## config.mk

```make
export PLATFORM = sky130hd
export DESIGN_NAME = pipe_stall_ctrl
export DESIGN_NICKNAME = d
export VERILOG_FILES = /design/src/rtl/pipe_stall_ctrl.sv
export SDC_FILE = /design/constraint.sdc
export NUM_CORES = 1
export LEC_CHECK = 0
export ABC_AREA = 1
export CAP_MARGIN = 20
export CORE_MARGIN = 10
export CORE_UTILIZATION = 53
export CTS_CLUSTER_SIZE = 30
export DETAILED_ROUTE_END_ITERATION = 16
export PLACE_DENSITY = 0.78
export REMOVE_ABC_BUFFERS = 1
export SLEW_MARGIN = 20
export SYNTH_ARGS = -nofsm -noshare
export SYNTH_HDL_FRONTEND = slang
export SYNTH_SLANG_ARGS = --single-unit
```

## constraint.sdc

```tcl
create_clock -name clk -period 1.36 [get_ports clk]
set_input_delay 0.272 -clock clk [delete_from_list [all_inputs] [get_ports clk]]
set_output_delay 0.272 -clock clk [all_outputs]
set_load 0.01 [all_outputs]
```

## src/rtl/pipe_stall_ctrl.sv

```systemverilog
// pipe_stall_ctrl: drives PC / IF-ID / ID-EX write enables and flushes for data stalls and call/ret drains.
// Optional build macro STALL_PERF_CNT_EN adds saturating stall/drain cycle counters.
module pipe_stall_ctrl #(
  parameter int STALL_MAX = 32,
  parameter int CNT_W     = 8
) (
  input  logic       clk,
  input  logic       rst_n,
  input  logic       data_hazard,
  input  logic       PC_hazard,
  input  logic       PC_update,
  input  logic       hlt,
  output logic       pc_we,
  output logic       ifid_we,
  output logic       ifid_flush,
  output logic       idex_flush,
  output logic [1:0] stall_state,
  output logic       stall_err
`ifdef STALL_PERF_CNT_EN
  ,
  output logic [15:0] perf_dstall,
  output logic [15:0] perf_cdrain
`endif
);

  // state  | meaning
  // RUN    | normal flow, requests serviced with zero latency
  // DSTALL | data hazard: hold PC and IF/ID, bubble into ID/EX
  // CDRAIN | call/ret drain: squash fetch until the new PC lands
  // HALT   | terminal, left only by reset
  typedef enum logic [1:0] {
    RUN    = 2'b00,
    DSTALL = 2'b01,
    CDRAIN = 2'b10,
    HALT   = 2'b11
  } state_t;

  localparam logic [CNT_W-1:0] CNT_MAX = CNT_W'(STALL_MAX);
  localparam logic [CNT_W-1:0] CNT_TC  = CNT_W'(STALL_MAX - 1);

  state_t           state, state_nxt;
  logic [CNT_W-1:0] cnt, cnt_nxt;
  logic             err_nxt;
  logic             dh, ph;

  // An unknown request reads as "no request" rather than propagating X into the enables.
  assign dh = (data_hazard === 1'b1);
  assign ph = (PC_hazard === 1'b1);

  always_ff @(posedge clk or negedge rst_n) begin
    if (!rst_n) begin
      state     <= RUN;
      cnt       <= '0;
      stall_err <= 1'b0;
    end else begin
      state     <= state_nxt;
      cnt       <= cnt_nxt;
      stall_err <= err_nxt;
    end
  end

  always_comb begin
    state_nxt  = state;
    cnt_nxt    = cnt;
    pc_we      = 1'b1;
    ifid_we    = 1'b1;
    ifid_flush = 1'b0;
    idex_flush = 1'b0;
    case (state)
      RUN: begin
        cnt_nxt = '0;
        if (hlt) begin
          pc_we     = 1'b0;
          ifid_we   = 1'b0;
          state_nxt = HALT;
        end else if (ph) begin
          pc_we      = 1'b0;
          ifid_flush = 1'b1;
          state_nxt  = CDRAIN;
        end else if (dh) begin
          pc_we      = 1'b0;
          ifid_we    = 1'b0;
          idex_flush = 1'b1;
          state_nxt  = DSTALL;
        end
      end
      DSTALL: begin
        if (dh) begin
          pc_we      = 1'b0;
          ifid_we    = 1'b0;
          idex_flush = 1'b1;
          if (cnt != CNT_MAX) cnt_nxt = cnt + 1'b1;
        end else if (ph) begin
          state_nxt = CDRAIN;
        end else begin
          state_nxt = RUN;
          cnt_nxt   = '0;
        end
        if (hlt) begin
          pc_we      = 1'b0;
          ifid_we    = 1'b0;
          ifid_flush = 1'b0;
          idex_flush = 1'b0;
          state_nxt  = HALT;
        end
      end
      CDRAIN: begin
        pc_we      = PC_update;
        ifid_flush = 1'b1;
        if (cnt != CNT_MAX) cnt_nxt = cnt + 1'b1;
        if (PC_update) begin
          state_nxt = RUN;
          cnt_nxt   = '0;
        end
        if (hlt) begin
          pc_we      = 1'b0;
          ifid_we    = 1'b0;
          ifid_flush = 1'b0;
          state_nxt  = HALT;
        end
      end
      default: begin
        pc_we   = 1'b0;
        ifid_we = 1'b0;
      end
    endcase
    // Reset value of the enables is a safe "flush everything" pattern.
    if (!rst_n) begin
      pc_we      = 1'b0;
      ifid_we    = 1'b0;
      ifid_flush = 1'b1;
      idex_flush = 1'b1;
    end
  end

  assign err_nxt     = stall_err | (((state == DSTALL) || (state == CDRAIN)) && (cnt >= CNT_TC));
  assign stall_state = state;

`ifdef STALL_PERF_CNT_EN
  always_ff @(posedge clk or negedge rst_n) begin
    if (!rst_n) begin
      perf_dstall <= '0;
      perf_cdrain <= '0;
    end else begin
      if (idex_flush && ((state == RUN) || (state == DSTALL)) && (perf_dstall != 16'hFFFF))
        perf_dstall <= perf_dstall + 16'd1;
      if ((state == CDRAIN) && (perf_cdrain != 16'hFFFF))
        perf_cdrain <= perf_cdrain + 16'd1;
    end
  end
`endif

endmodule

```

# Word-level counts from Yosys, hierarchy flattened
# Index checks and enable logic that the tools add are counted.
# word_totals
register_bits	11
in_bits	6
word_cells	57
# op_classes
n_addsub	1
magnitude_cmp	1
n_eq_ne	9
n_mux	36
bitwise_logic	1
n_reduce_logical	6
# ops
op	count
2-to-1 mux 8 bit	4
one-hot mux 8 bit (3 select lines)	1
2-to-1 mux 1 bit	18
2-to-1 mux 2 bit	8
!= test 3 bit (second input constant)	3
adder 8 x 1 -> 8 bit (second input constant)	1
greater-or-equal comparator 8 x 5 -> 1 bit (second input constant)	1
!= test 8 x 6 -> 1 bit (second input constant)	1
one-hot mux 1 bit (3 select lines)	2
one-hot mux 2 bit (3 select lines)	1
!= test 4 bit (second input constant)	1
one-hot mux 1 bit (2 select lines)	2
AND reduction 4 bit	1
nonzero test 3 bit	1
== test 2 x 1 -> 1 bit (second input constant)	1
== test 2 bit (second input constant)	1
case equality test 1 bit (second input constant)	2
zero test 2 bit	1
AND reduction 2 bit	1
logical AND 1 bit	1
logical OR 1 bit	1
OR 1 bit	1

# Logic depth before layout (Yosys ltp)
# logic_depth
ltp_word	6
mapped_depth	9

# Worst setup path after synthesis
# No wires, ideal clock.
# synth_path
kind	reg-to-output
from	register state[0], in the netlist stall_state[0]
to	output pc_we
t_arrival_ns	1.194
path_slack_ns	-0.106
path_stages_with_launch	7
n_path_buf	0
path_cell_list	dfrtp_1 inv_1 ha_1 nand2_1 o22ai_1 inv_1 a21oi_1
# synth_between
elab_chain_len	3
# synth_rtl
element	line	text
start: declaration	41	state_t state, state_nxt;
start signal: assignment	56	state <= state_nxt;
== test 2 bit, or another cell as far along	69	case (state)
one-hot mux 1 bit (3 select lines) (*)	69	
2-to-1 mux 1 bit (*)	128	if (!rst_n) begin
end: declaration	13	output logic pc_we,
# Mark *: on every way between the ends. The rest lies on a longest branch, timed or not.

# Final worst setup path
# layout_path
from	input hlt
to	output pc_we
# layout_between
elab_chain_len	3
# layout_rtl
element	line	text
start: declaration	12	input logic hlt,
2-to-1 mux 1 bit (on tied branches)	115, 72, 99	
one-hot mux 1 bit (3 select lines) (*)	69	
2-to-1 mux 1 bit (*)	128	
# Marks and branches as above.

==> impl_results.md <==
- Status: finished, violations left
- Violations in the final reports: negative setup slack
- Fraction of the cycle the final worst path needs: 1.32
- Die boundary height: slightly above 60 um
- Share of the core filled with cells: 0.910
- Arrival time reported for the critical path endpoint: roughly 1.5 ns
- Number of iterations in the first detailed-routing pass: 4
- Instance area after placement: around 0.0012 mm2
- Met2 track demand over resource in global routing: 0.284
- First-pass GRT wire length: 4580 um
- Number of input and output port buffers inserted: 12
- Vias/cell: ~6
- Detail Route Antenna Nets: 0
- TritonCTS clock tree: done
- Clk root buf: sky130_fd_sc_hd__clkbuf_4
- Power per unit of standard cell area: 1840 mW/mm2
- Top library cells by usage in the layout, fill and taps aside: 23 x sky130_fd_sc_hd__nand2_1, 19 x sky130_fd_sc_hd__buf_4, 16 x sky130_fd_sc_hd__inv_1
- Critical Setup Path Class: in -> out
- Most utilized layer in the global route result: met2
- Most instantiated flip-flop cell in the synthesis netlist: sky130_fd_sc_hd__dfrtp_1
- Total chip power: 2.83 mW
- Synthesized area: about 930 um2
- Buffer levels on the longest clock path: 2
- Setup Viol. Count Final: 14
- Sequential cell area fraction in the yosys report: 0.297
- WL final: about 3800 um
- GR Overflow Total: 0
- Number of nets in the finished design: about 190
- Global-route usage over all layers: 0.158
- Met1 global-route usage: 0.172
- CP required: roughly 1.1 ns
- Core Area: ~0.0017 mm2
- WHS: ~0.35 ns
- Slew Limit Fails: 0
- Die X: roughly 62 um
- Cell with the largest stage delay on the worst path: sky130_fd_sc_hd__clkdlybuf4s50_1
- Post-layout minimum cycle time: around 1.8 ns
- Number of top-level pins: 13
- Synthesis Warnings: 0
- Vias in the first global route: 1,052
- Number of hold violations in the final report: 0
- Fraction of registers with async set/reset: 1.00
- WL/cell: approximately 19 um
- VDD IR-drop max: around 1.5 mV
- Worst max-slew margin expressed relative to the limit: 0.790
- Vias: 1,157
- Summed area of non-filler cells in the final layout: around 0.0015 mm2
- Worst-Skew Late Latency: 0.29 ns
- Element type at the critical path end: output port
- Worst-margin pin slew: 0.315 ns
- Distinct cell type count after synthesis: 24
- Delay contributed by the slowest stage of the critical path: ~0.48 ns
- Die area: 0.00382 mm2
- Gate Count Post-Synth: between 100 and 150
- Largest fanout on the critical path: 5
- Initial antenna violation count: 0
- Weighted congestion at the end of routability-driven global placement: 0.865
- Worst clock skew: roughly 0.013 ns
- Number of rows in the core area: 15
- Clock Sink Count: 11
- DRC: 0
- Met3 global-route usage: 0.0447
- Tightest Hold Check Type: in -> async
- Post-placement setup slack: -0.740 ns
- Setup WS post-layout: -0.433 ns
- Clock-pin transition on the worst setup and hold timing paths: 0.08 ns
- Area growth syn-to-layout: 65.7%
- Total inserted antenna cells: 0
- Total negative slack: -3.22 ns
- Number of buffers inserted by hold repair at cts: 0
- Hpwl dp: 2000 um
- Max cap viols: 0
- Flip-flop and latch count after synthesis: 11
- Starting utilization of the core area: 0.549
- Static Leakage: approximately 0.76 nW
- Fraction of layout instances using a drive strength above 1: 0.514
- Most common cell after layout, fill and taps aside: sky130_fd_sc_hd__nand2_1
- RSZ-0062 raised after global routing: true
- Clock buffer count from CTS: 3
- Post-synth EDFFs: 0
- CTS H-tree depth: 1
- Highest achievable clock rate: 0.558 GHz
- Element type at the critical path start: primary input
- Placed Cells: roughly 190
- Non-filler instance count after layout: 198
- Synthesized area per cell: approximately 6.8 um2
- Number of DRC markers in iteration 0: 89
- Crit path cell chain: clkdlybuf4s50_1, inv_2, nand2_1, o22ai_2, inv_1, a21oi_1, buf_2
- Largest net degree at the start of global routing: 9
## worst max-delay path, delay by kind of cell
kind	cells	cell delay, ns
compound gates	2	0.27
buf+inv	4	0.84
simple gates	1	0.13
## registers in the layout, summed over array words and instances, names as in the netlist
name / cells
cnt: 8
stall_state: 2
stall_err: 1
## timing repair
action / in CTS / in global routing
endpoints found under the hold margin: 0 / 0
buffers inserted: 4 / 5
resized for setup: 55 / 41
pin swaps: 7 / 21
endpoints found under the setup margin: 17 / 16
## cell usage after synthesis, types with 2 or more instances
library cell | instances | area (um2)
sky130_fd_sc_hd__nand3_1 | 14 | 70.1
sky130_fd_sc_hd__inv_1 | 22 | 82.6
sky130_fd_sc_hd__o21bai_1 | 2 | 15.0
sky130_fd_sc_hd__ha_1 | 6 | 75.1
sky130_fd_sc_hd__nor3_1 | 2 | 10.0
sky130_fd_sc_hd__nand2_4 | 2 | 22.5
sky130_fd_sc_hd__dfrtp_1 | 11 | 275
sky130_fd_sc_hd__nor2_2 | 2 | 12.5
sky130_fd_sc_hd__o21ai_0 | 6 | 30.0
sky130_fd_sc_hd__nand2_2 | 4 | 25.0
sky130_fd_sc_hd__nor2_1 | 16 | 60.1
sky130_fd_sc_hd__a21oi_1 | 3 | 15.0
sky130_fd_sc_hd__a21oi_2 | 3 | 26.3
sky130_fd_sc_hd__nand2_1 | 34 | 128
## path summary, 6_finish.rpt
path | slack, ns | to | cells after the start | start
max reg2reg | -0.26 | cnt[7] | 10 | stall_state[1]
max in group asynchronous | 0.73 | stall_state[1] | 3 | rst_n
min in group clk | 0.53 | stall_err | 1 | stall_err
max | -0.43 | pc_we | 7 | hlt
min reg2reg | 0.53 | stall_err | 1 | stall_err
min | 0.35 | cnt[3] | 2 | rst_n
## final cells by class
class | instances | area (um2)
flip-flops and latches | 11 | 278
fillers | 64 | 153
well taps | 17 | 21.3
inverters | 24 | 105
multi-input cells | 101 | 756
repair buffers | 41 | 350
clock buffers | 4 | 26.3
## power breakdown
group	switching, mW	internal, mW
Sequential	0.0748	0.387
Combinational	1.14	0.985
Clock	0.128	0.114
## routing by layer
layer | part of all wire | wire length (um)
met5 | 0 | 0
met4 | 0.043 | 163
met3 | 0.095 | 359
met2 | 0.50 | 1870
met1 | 0.36 | 1370
## cells by family (layout without fill, tap and decap cells)
family                     after synthesis  after routing  synth area share
and+or+nand+nor                         76             76             0.377
buffers and inverters                   25             69             0.113
AOI/OAI and AO/OA                       18             18             0.123
DFF                                     11             11             0.297
adders and majority gates                6              6            0.0810
xor gates and xnor gates                 1              1           0.00945
(Power assumes the default switching activity.)
